--- config.mk ---
export PLATFORM = sky130hd
export DESIGN_NAME = stack_queue_ctrl
export DESIGN_NICKNAME = d
export VERILOG_FILES = /design/src/rtl/stack_queue_ctrl.sv
export SDC_FILE = /design/constraint.sdc
export NUM_CORES = 1
export LEC_CHECK = 0
export ABC_AREA = 1
export CORE_ASPECT_RATIO = 1.4
export CORE_MARGIN = 10
export CORE_UTILIZATION = 50
export CTS_CLUSTER_DIAMETER = 60
export CTS_CLUSTER_SIZE = 16
export DETAILED_ROUTE_END_ITERATION = 8
export MAX_ROUTING_LAYER = met4
export PLACE_DENSITY_LB_ADDON = 0.08
export SETUP_SLACK_MARGIN = 0.5
export SLEW_MARGIN = 20
export SYNTH_ARGS = -nofsm -noshare
export SYNTH_HDL_FRONTEND = slang
export SYNTH_SLANG_ARGS = --single-unit
--- constraint.sdc ---
create_clock -name clk -period 14.95 [get_ports clk]
set_input_delay 2.2425 -clock clk [delete_from_list [all_inputs] [get_ports clk]]
set_output_delay 2.2425 -clock clk [all_outputs]
set_load 0.05 [all_outputs]
--- src/rtl/stack_queue_ctrl.sv ---
// stack_queue_ctrl: single-array FIFO / LIFO / pass-through buffer with occupancy flags and event pulses
module stack_queue_ctrl #(
  parameter int DATA_W = 32,
  parameter int DEPTH  = 8,
  parameter int AF_LVL = DEPTH - 1,
  parameter int AE_LVL = 1,
  parameter int CNT_W  = $clog2(DEPTH + 1)
) (
  input  logic              clk,
  input  logic              reset,
  input  logic [1:0]        mode,
  input  logic [1:0]        opcode,
  input  logic [DATA_W-1:0] din,
  output logic [DATA_W-1:0] dout,
  output logic              dout_valid,
  output logic [CNT_W-1:0]  count,
  output logic              full,
  output logic              empty,
  output logic              almost_full,
  output logic              almost_empty,
  output logic              overflow,
  output logic              underflow,
  output logic              flushed
);
  localparam int PW = $clog2(DEPTH);
  localparam logic [CNT_W-1:0] FULL_C = CNT_W'(DEPTH);
  localparam logic [CNT_W-1:0] AF_C = CNT_W'(AF_LVL);
  localparam logic [CNT_W-1:0] AE_C = CNT_W'(AE_LVL);

  typedef enum logic [1:0] {M_BUF, M_LIFO, M_FIFO, M_INV} mode_e;
  typedef enum logic [1:0] {OP_NIMIC, OP_PUSH, OP_POP, OP_PUSH_POP} op_e;

  logic [DATA_W-1:0] mem [DEPTH];
  logic [PW-1:0]     wr_ptr, rd_ptr, wp, rp, top, n_wr, n_rd;
  logic [1:0]        mode_q;
  logic [CNT_W-1:0]  n_cnt;
  logic [DATA_W-1:0] n_dout;
  logic              chg, is_full, is_empty, we, n_dv, n_ov, n_uf, n_fl;

  assign chg      = mode != mode_q;
  assign is_full  = count == FULL_C;
  assign is_empty = count == '0;

  // Any mode change restarts both pointers so FIFO and LIFO never inherit each other's layout
  always_comb begin
    wp     = chg ? '0 : wr_ptr;
    rp     = chg ? '0 : rd_ptr;
    top    = wp - 1'b1;
    n_wr   = wp;
    n_rd   = rp;
    n_cnt  = count;
    n_dout = dout;
    n_dv   = 1'b0;
    n_ov   = 1'b0;
    n_uf   = 1'b0;
    n_fl   = 1'b0;
    we     = 1'b0;
    if (chg && !is_empty) begin
      n_fl  = 1'b1;
      n_cnt = '0;
    end else if (mode == M_BUF) begin
      n_dout = din;
      n_dv   = 1'b1;
    end else if (mode == M_FIFO) begin
      if (opcode == OP_PUSH) begin
        n_ov  = is_full;
        we    = !is_full;
        n_wr  = is_full ? wp : wp + 1'b1;
        n_cnt = is_full ? count : count + 1'b1;
      end else if (opcode == OP_POP) begin
        n_uf   = is_empty;
        n_dv   = !is_empty;
        n_dout = is_empty ? dout : mem[rp];
        n_rd   = is_empty ? rp : rp + 1'b1;
        n_cnt  = is_empty ? count : count - 1'b1;
      end else if (opcode == OP_PUSH_POP) begin
        n_dv   = 1'b1;
        n_dout = is_empty ? din : mem[rp];
        we     = !is_empty;
        n_wr   = is_empty ? wp : wp + 1'b1;
        n_rd   = is_empty ? rp : rp + 1'b1;
      end
    end else if (mode == M_LIFO) begin
      n_rd = '0;
      if (opcode == OP_PUSH) begin
        n_ov  = is_full;
        we    = !is_full;
        n_wr  = is_full ? wp : wp + 1'b1;
        n_cnt = is_full ? count : count + 1'b1;
      end else if (opcode == OP_POP) begin
        n_uf   = is_empty;
        n_dv   = !is_empty;
        n_dout = is_empty ? dout : mem[top];
        n_wr   = is_empty ? wp : top;
        n_cnt  = is_empty ? count : count - 1'b1;
      end else if (opcode == OP_PUSH_POP) begin
        n_dv   = 1'b1;
        n_dout = din;
      end
    end
  end

  always_ff @(posedge clk or negedge reset)
    if (!reset) begin
      dout         <= '0;
      dout_valid   <= 1'b0;
      count        <= '0;
      full         <= 1'b0;
      empty        <= 1'b1;
      almost_full  <= 1'b0;
      almost_empty <= 1'b1;
      overflow     <= 1'b0;
      underflow    <= 1'b0;
      flushed      <= 1'b0;
      wr_ptr       <= '0;
      rd_ptr       <= '0;
      mode_q       <= M_INV;
    end else begin
      dout         <= n_dout;
      dout_valid   <= n_dv;
      count        <= n_cnt;
      full         <= n_cnt == FULL_C;
      empty        <= n_cnt == '0;
      almost_full  <= n_cnt >= AF_C;
      almost_empty <= n_cnt <= AE_C;
      overflow     <= n_ov;
      underflow    <= n_uf;
      flushed      <= n_fl;
      wr_ptr       <= n_wr;
      rd_ptr       <= n_rd;
      mode_q       <= mode;
    end

  always_ff @(posedge clk)
    if (we) mem[wp] <= din;
endmodule

# Word level (Yosys, flattened, before mapping)

Memory sizes are Yosys's and may differ from the RTL's.
Index checks and enable logic that the tools add are counted.

Register bits: 52
Input bits: 38
Output and inout bits: 44
RAM bits: 256
Memories kept: 1

Memory list:

| name | depth | width | rd ports | clocked after memory_dff | wr ports | line | RTL |
|---|---|---|---|---|---|---|---|
| mem  | 8     | 32    | 2        | 0                        | 1        | 33   | `logic [DATA_W-1:0] mem [DEPTH];` |

Add/subtract/negate cells: 5
Muxes and demuxes: 71
Order comparisons: 2
Equality and inequality tests: 11
Bitwise operators: 1
Reductions and logical operators: 9

Operators by type and width:

| cell                                                                   | count |
|---|---|
| 32-bit two-way mux                                                     | 12 |
| 3-bit two-way mux                                                      | 22 |
| 4-bit two-way mux                                                      | 8 |
| 1-bit two-way mux                                                      | 29 |
| 4-bit equality test (second input constant)                            | 2 |
| 4-bit logical NOT                                                      | 2 |
| 4-bit != test (second input constant)                                  | 2 |
| 3-bit by 1-bit adder with 3-bit output (second input constant)         | 2 |
| 2-bit equality test (second input constant)                            | 3 |
| 6-bit AND reduction                                                    | 1 |
| 3-bit nonzero test                                                     | 2 |
| 4-bit by 1-bit adder with 4-bit output (second input constant)         | 1 |
| 2-bit by 1-bit equality test with 1-bit output (second input constant) | 2 |
| 4-bit by 3-bit >= comparator with 1-bit output (second input constant) | 1 |
| 4-bit by 1-bit <= comparator with 1-bit output (second input constant) | 1 |
| 4-bit by 1-bit subtractor with 4-bit output (second input constant)    | 1 |
| 3-bit by 1-bit subtractor with 3-bit output (second input constant)    | 1 |
| 1-bit logical NOT                                                      | 2 |
| 2-bit logical NOT                                                      | 1 |
| 2-bit != test                                                          | 1 |
| 2-bit != test (second input constant)                                  | 1 |
| 1-bit logical AND                                                      | 1 |
| 1-bit inverter                                                         | 1 |

# Longest topological paths before layout

Depth after elaboration: 10
Gate-level depth with buffers: 18
Depth with buffers taken out: 18

# Worst setup path before layout

No wires, ideal clock.

Path kind: input -> register
Start: input port mode[0]
End: memory mem[1][0], enable pin
Stages on the path: 10
Slack: 8112 ps
Arrival time: 6337 ps
Cells stage by stage: buf_2 -> xnor2_4 -> nand2_1 -> inv_2 -> nor2_4 -> nor2_1 -> nand2_1 -> inv_1 -> nand2_1 -> nor4_1

Longest elaborated chain between the ends: 7

Ends and longest elaborated chain:

| what                                           | line | RTL |
|---|---|---|
| start: declaration                             | 11   | `input logic [1:0] mode,` |
| 2-bit by 1-bit equality test with 1-bit output | 83   | `end else if (mode == M_LIFO) begin` |
| 1-bit two-way mux                              | 83   |  |
| 1-bit two-way mux                              | 64   | `end else if (mode == M_FIFO) begin` |
| 1-bit two-way mux                              | 61   | `end else if (mode == M_BUF) begin` |
| 1-bit two-way mux                              | 58   | `if (chg && !is_empty) begin` |
| 1-bit two-way mux                              | 135  | `if (we) mem[wp] <= din;` |
| 1-bit two-way mux (implied by the code)        | 135  |  |
| end: declaration                               | 33   |  |

Parallel ways exist; a longest one is shown, timed or not.

# Final worst setup path

Start: input port mode[1]
End: register dout[8]

Longest elaborated chain between the ends: 10

Ends and longest elaborated chain:

| what                                        | line | RTL |
|---|---|---|
| 2-bit != test                               | 40   | `assign chg = mode != mode_q;` |
| 3-bit two-way mux                           | 46   | `wp = chg ? '0 : wr_ptr;` |
| 3-bit by 1-bit subtractor with 3-bit output | 48   | `top = wp - 1'b1;` |
| memory 8 x 32 bit                           | n/a  |  |
| 32-bit two-way mux                          | 93   | `n_dout = is_empty ? dout : mem[top];` |
| 32-bit two-way mux                          | 90   | `end else if (opcode == OP_POP) begin` |
| 32-bit two-way mux                          | 85   | `if (opcode == OP_PUSH) begin` |
| 32-bit two-way mux                          | 83   |  |
| 32-bit two-way mux                          | 64   |  |
| 32-bit two-way mux                          | 61   |  |
| end signal: assignment                      | 119  | `dout <= n_dout;` |
| end: declaration                            | 14   | `output logic [DATA_W-1:0] dout,` |

Parallel ways exist; a longest one is shown, timed or not. The select of a mux whose other input is x is not followed.
A chain may end at the register's enable or synchronous reset.

==> tab_implementation.tex <==
\begin{tabular}{lr}
\hline
Metric & Value \\
\hline
\multicolumn{2}{l}{\textbf{Run status}} \\
\quad Outcome & finished, final reports clean \\
\multicolumn{2}{l}{\textbf{Timing}} \\
\quad Transition at the pin with the smallest max-transition slack & 1200 ps \\
\quad Setup repair after global routing missed its margin & no \\
\quad Fmax & 0.159 GHz \\
\quad Hold slack & 531 ps \\
\quad Sum Neg Setup Slack & 0 ps \\
\quad Max\_slew headroom & 0.203 \\
\quad Minimum period implied by the final worst setup slack & 6270 ps \\
\quad Worst clock skew & 18.2 ps \\
\quad Number of pins exceeding their max-slew limit in the final report & 0 \\
\quad Setup violation total in the final timing report & 0 \\
\quad Final cycle utilization of the critical path & 0.420 \\
\quad Number of failing hold endpoints at the final stage & 0 \\
\multicolumn{2}{l}{\textbf{Worst setup path}} \\
\quad Critical-path cell with the highest stage delay & buf\_4 \\
\quad Arrival time at the worst endpoint & 6770 ps \\
\quad CP startpoint & mode[1] \\
\quad Largest fanout on the critical path & 98 \\
\quad Worst setup endpoint & dout[8] \\
\quad Critical path capture point type & flop \\
\quad Cells on worst reg2reg path & 15 \\
\quad Internal reg-to-reg setup slack & 10,450 ps \\
\quad Launch instance of the worst register-to-register path & mode\_q[1] \\
\quad Maximum cell stage delay along the critical path & 850 ps \\
\quad Buf+Inv Stages, Crit Path & 5 \\
\quad Critical R2R Capture & dout[8] \\
\quad Category of cells accounting for the largest share of critical-path delay & buffers and inverters \\
\quad Startpoint Class & primary input \\
\quad Number of logic stages on the critical path including buffering & 16 \\
\quad CP Cell Sequence & clkdlybuf4s50\_1 > nand2\_1 > nand2\_4 > buf\_4 > nand2\_1 > inv\_2 > nand2\_1 > ha\_2 > clkinv\_2 > buf\_4 > nand3\_1 > nand3\_1 > nand3\_1 > nand2\_1 > nand2\_1 > a21oi\_1 \\
\quad Most frequent cell on the critical path & nand2\_1 \\
\quad Type of the setup path with the least slack & primary input to flop \\
\quad Data required, critical path & 15,450 ps \\
\multicolumn{2}{l}{\textbf{Logic synthesis}} \\
\quad Cell with the most instances after synthesis & nand2\_1 \\
\quad Most instantiated cells after synthesis & nand2\_1 (603), nand3\_1 (381), inv\_1 (323), edfxtp\_1 (256), nand4\_1 (193) \\
\quad \#FFs+latches synth & 308 \\
\quad Yosys cell types & 32 \\
\quad Synth Cell Area & 17,400 um2 \\
\quad Sequential area share after synthesis & 0.517 \\
\quad Number of enable-type register cells in the synthesized netlist & 256 \\
\quad Number of warning messages in the yosys log & 0 \\
\quad Async set-or-reset flop fraction in the synthesized netlist & 0.169 \\
\quad Mean Syn Cell Area & 7.93 um2 \\
\quad Net count after synthesis & 2,236 \\
\quad Synth top area cells & edfxtp\_1 (44\%), nand2\_1 (13\%), nand3\_1 (11\%), inv\_1 (7.0\%), nand4\_1 (6.9\%) \\
\quad Dominant register cell in the synthesized netlist & edfxtp\_1 \\
\quad Library cell occupying the most area in the post-synthesis netlist & edfxtp\_1 \\
\quad Area share of the largest cell type after synthesis & 0.442 \\
\quad Post-Synthesis Cells & 2,193 \\
\multicolumn{2}{l}{\textbf{Power and ir drop}} \\
\quad Total power & 2.58 mW \\
\quad Combinational power share & 0.317 \\
\quad Switching Fraction & 0.376 \\
\quad Worst vdd ir & 0.134 mV \\
\quad Leakage power summed over all cells & 8.65 nW \\
\quad Net switching component of the power & 970 uW \\
\quad Part of the power in the clock network & 0.271 \\
\quad Portion of total power attributed to sequential cells & 0.413 \\
\quad Total internal power & 1.61 mW \\
\quad Power density over cell area & 133 nW/um2 \\
\multicolumn{2}{l}{\textbf{Clocking}} \\
\quad CTS tree & yes \\
\quad Post-CTS Setup Inserts & 0 \\
\quad Post\_cts resized & 0 \\
\quad H-tree levels & 1 \\
\quad \# hold bufs at CTS & 0 \\
\quad Cell chosen for the clock root & clkbuf\_16 \\
\quad Worst-case clock buffer depth & 3 \\
\quad Number of buffers inserted during clock tree synthesis & 26 \\
\quad Clk slew on worst S/H paths & 70 ps \\
\quad Source-to-sink clock delay at the later pin of the worst-skew pair & 570 ps \\
\quad CTS sink count & 308 \\
\multicolumn{2}{l}{\textbf{Detailed routing}} \\
\quad Pre-antenna DRT Iters & 5 \\
\quad Average vias per placed instance & 5.96 \\
\quad Average wire per standard cell & 21.2 um \\
\quad Drt first-iter violations & 1,716 \\
\quad DR vias & 15,800 \\
\quad Post-detailed-route count of antenna-violating nets & 0 \\
\quad DRC viols & 0 \\
\quad Final wirelength & 56,200 um \\
\multicolumn{2}{l}{\textbf{Global route}} \\
\quad Global-route wire length before repair & 86,800 um \\
\quad Overflow left after global routing & 0 \\
\quad Number of antenna violations at the first check in global routing & 1 \\
\quad Global Route met1 Usage & 0.311 \\
\quad Met2 demand-to-capacity share in global routing & 0.444 \\
\quad Pin count of the biggest net entering global routing & 199 \\
\quad Number of global-route vias before repair & 15,600 \\
\quad Grt met3 use & 0.0319 \\
\quad Layer with the highest usage after global routing & met2 \\
\quad Total global routing track utilization & 0.266 \\
\multicolumn{2}{l}{\textbf{Hold path}} \\
\quad Hold/Removal Path Class & flop to flop \\
\multicolumn{2}{l}{\textbf{Die}} \\
\quad Starting utilization of the core area & 0.508 \\
\quad Die Width & 178 um \\
\quad Number of ports placed on the die boundary & 82 \\
\quad Standard-cell rows & 80 \\
\quad Die outline area & 42,700 um2 \\
\quad Die boundary height & 241 um \\
\quad Core ar. & 34,200 um2 \\
\multicolumn{2}{l}{\textbf{Place}} \\
\quad Placer congestion estimate & 0.902 \\
\quad Input/output buffers & 81 \\
\quad HPWL reported at the end of detailed placement & 29,500 um \\
\multicolumn{2}{l}{\textbf{Finish}} \\
\quad Share of layout cells above drive strength 1 & 0.0551 \\
\quad Area delta synth->final & 11.3\% \\
\quad Final-stage net count & 2,221 \\
\multicolumn{2}{l}{\textbf{Flow run}} \\
\quad \# Max-Cap Violations & 0 \\
\hline
\end{tabular}
-- stage by stage --
stage / setup slack [ps] / std cells / utilization / area, um2
2_1_floorplan: 8110 / 2193 / - / 17400
3_3_place_gp: 8270 / 2601 / 0.540 / 18500
3_5_place_dp: 8230 / 2601 / 0.540 / 18500
4_1_cts: 8820 / 2649 / 0.565 / 19300
5_1_grt: 8490 / 2650 / 0.565 / 19400
6_report: 8680 / 2650 / 0.565 / 19400
-- worst min-delay path by stage --
stage | cells after the start | to | from | slack (ps)
after floorplan | 6 | dout[11] | mem[2][11] | 750
after global placement | 2 | dout[25] | dout[25] | 510
after detailed placement | 2 | dout[30] | dout[30] | 520
after CTS | 2 | dout[30] | dout[30] | 540
after global routing | 2 | dout[26] | dout[26] | 550
final | 2 | dout[25] | dout[25] | 530
-- registers in the layout, summed over array words and instances (netlist names) --
signal and count:
mem 256, dout 32, count 4, rd_ptr 3, wr_ptr 3, mode_q 2, almost_empty 1, almost_full 1
dout_valid 1, empty 1, flushed 1, full 1, overflow 1, underflow 1
-- power by group through the flow --
stage               clock network [mW]  registers [mW]  logic [mW]
global route                     0.740            1.07       0.871
detailed placement                   0            1.08       0.809
global placement                     0            1.08       0.804
floorplan                            0            1.25       0.348
CTS                              0.707            1.06       0.811
finish                           0.698            1.07       0.817
-- worst register-to-register path, delay by kind of cell (launching register included) --
kind,cells,cell delay [ps]
buf+inv,4,1980
flops,1,530
fa+ha+maj,1,380
simple gates,9,1390
compound gates,1,130
-- logic make-up (layout without fill, tap and decap cells) --
kind of cell,after synthesis,after routing,share of synthesized area
fa+ha+maj,5,5,0.00360
buf+inv,487,492,0.107
xor+xnor,3,3,0.00259
other cells,0,1,0
compound gates,110,110,0.0329
simple gates,1280,1280,0.336
flops,308,308,0.517
-- layout make-up --
type / instances / area (um2)
tap: 451 / 564
clock buffer: 40 / 764
clock inverter: 8 / 90.1
fill: 3158 / 14900
sequential: 308 / 9000
inverter: 331 / 1240
multi-input combinational: 1398 / 6630
antenna: 1 / 2.50
timing repair buffer: 113 / 1060
-- metal layers --
layer / vias to the layer above / part of all wire
met4: 0 / 0.046
met2: 818 / 0.49
met3: 187 / 0.078
met1: 7494 / 0.39
li1: 7283 / -
met5: - / 0
-- cell usage in the layout, fill, tap and decap left out, drive strengths merged, types with 4 or more instances in the layout --
master and count:
clkdlybuf4s50 80, inv 330, or2 16, a21oi 86, nand2 603, buf 33, edfxtp 256, o21ai 14
dfrtp 48, nor2 72, clkinv 7, nand4 193, ha 5, dfstp 4, nor3 11, clkbuf 40
nand3 382
No activity file was read; power rests on OpenSTA's default activity.
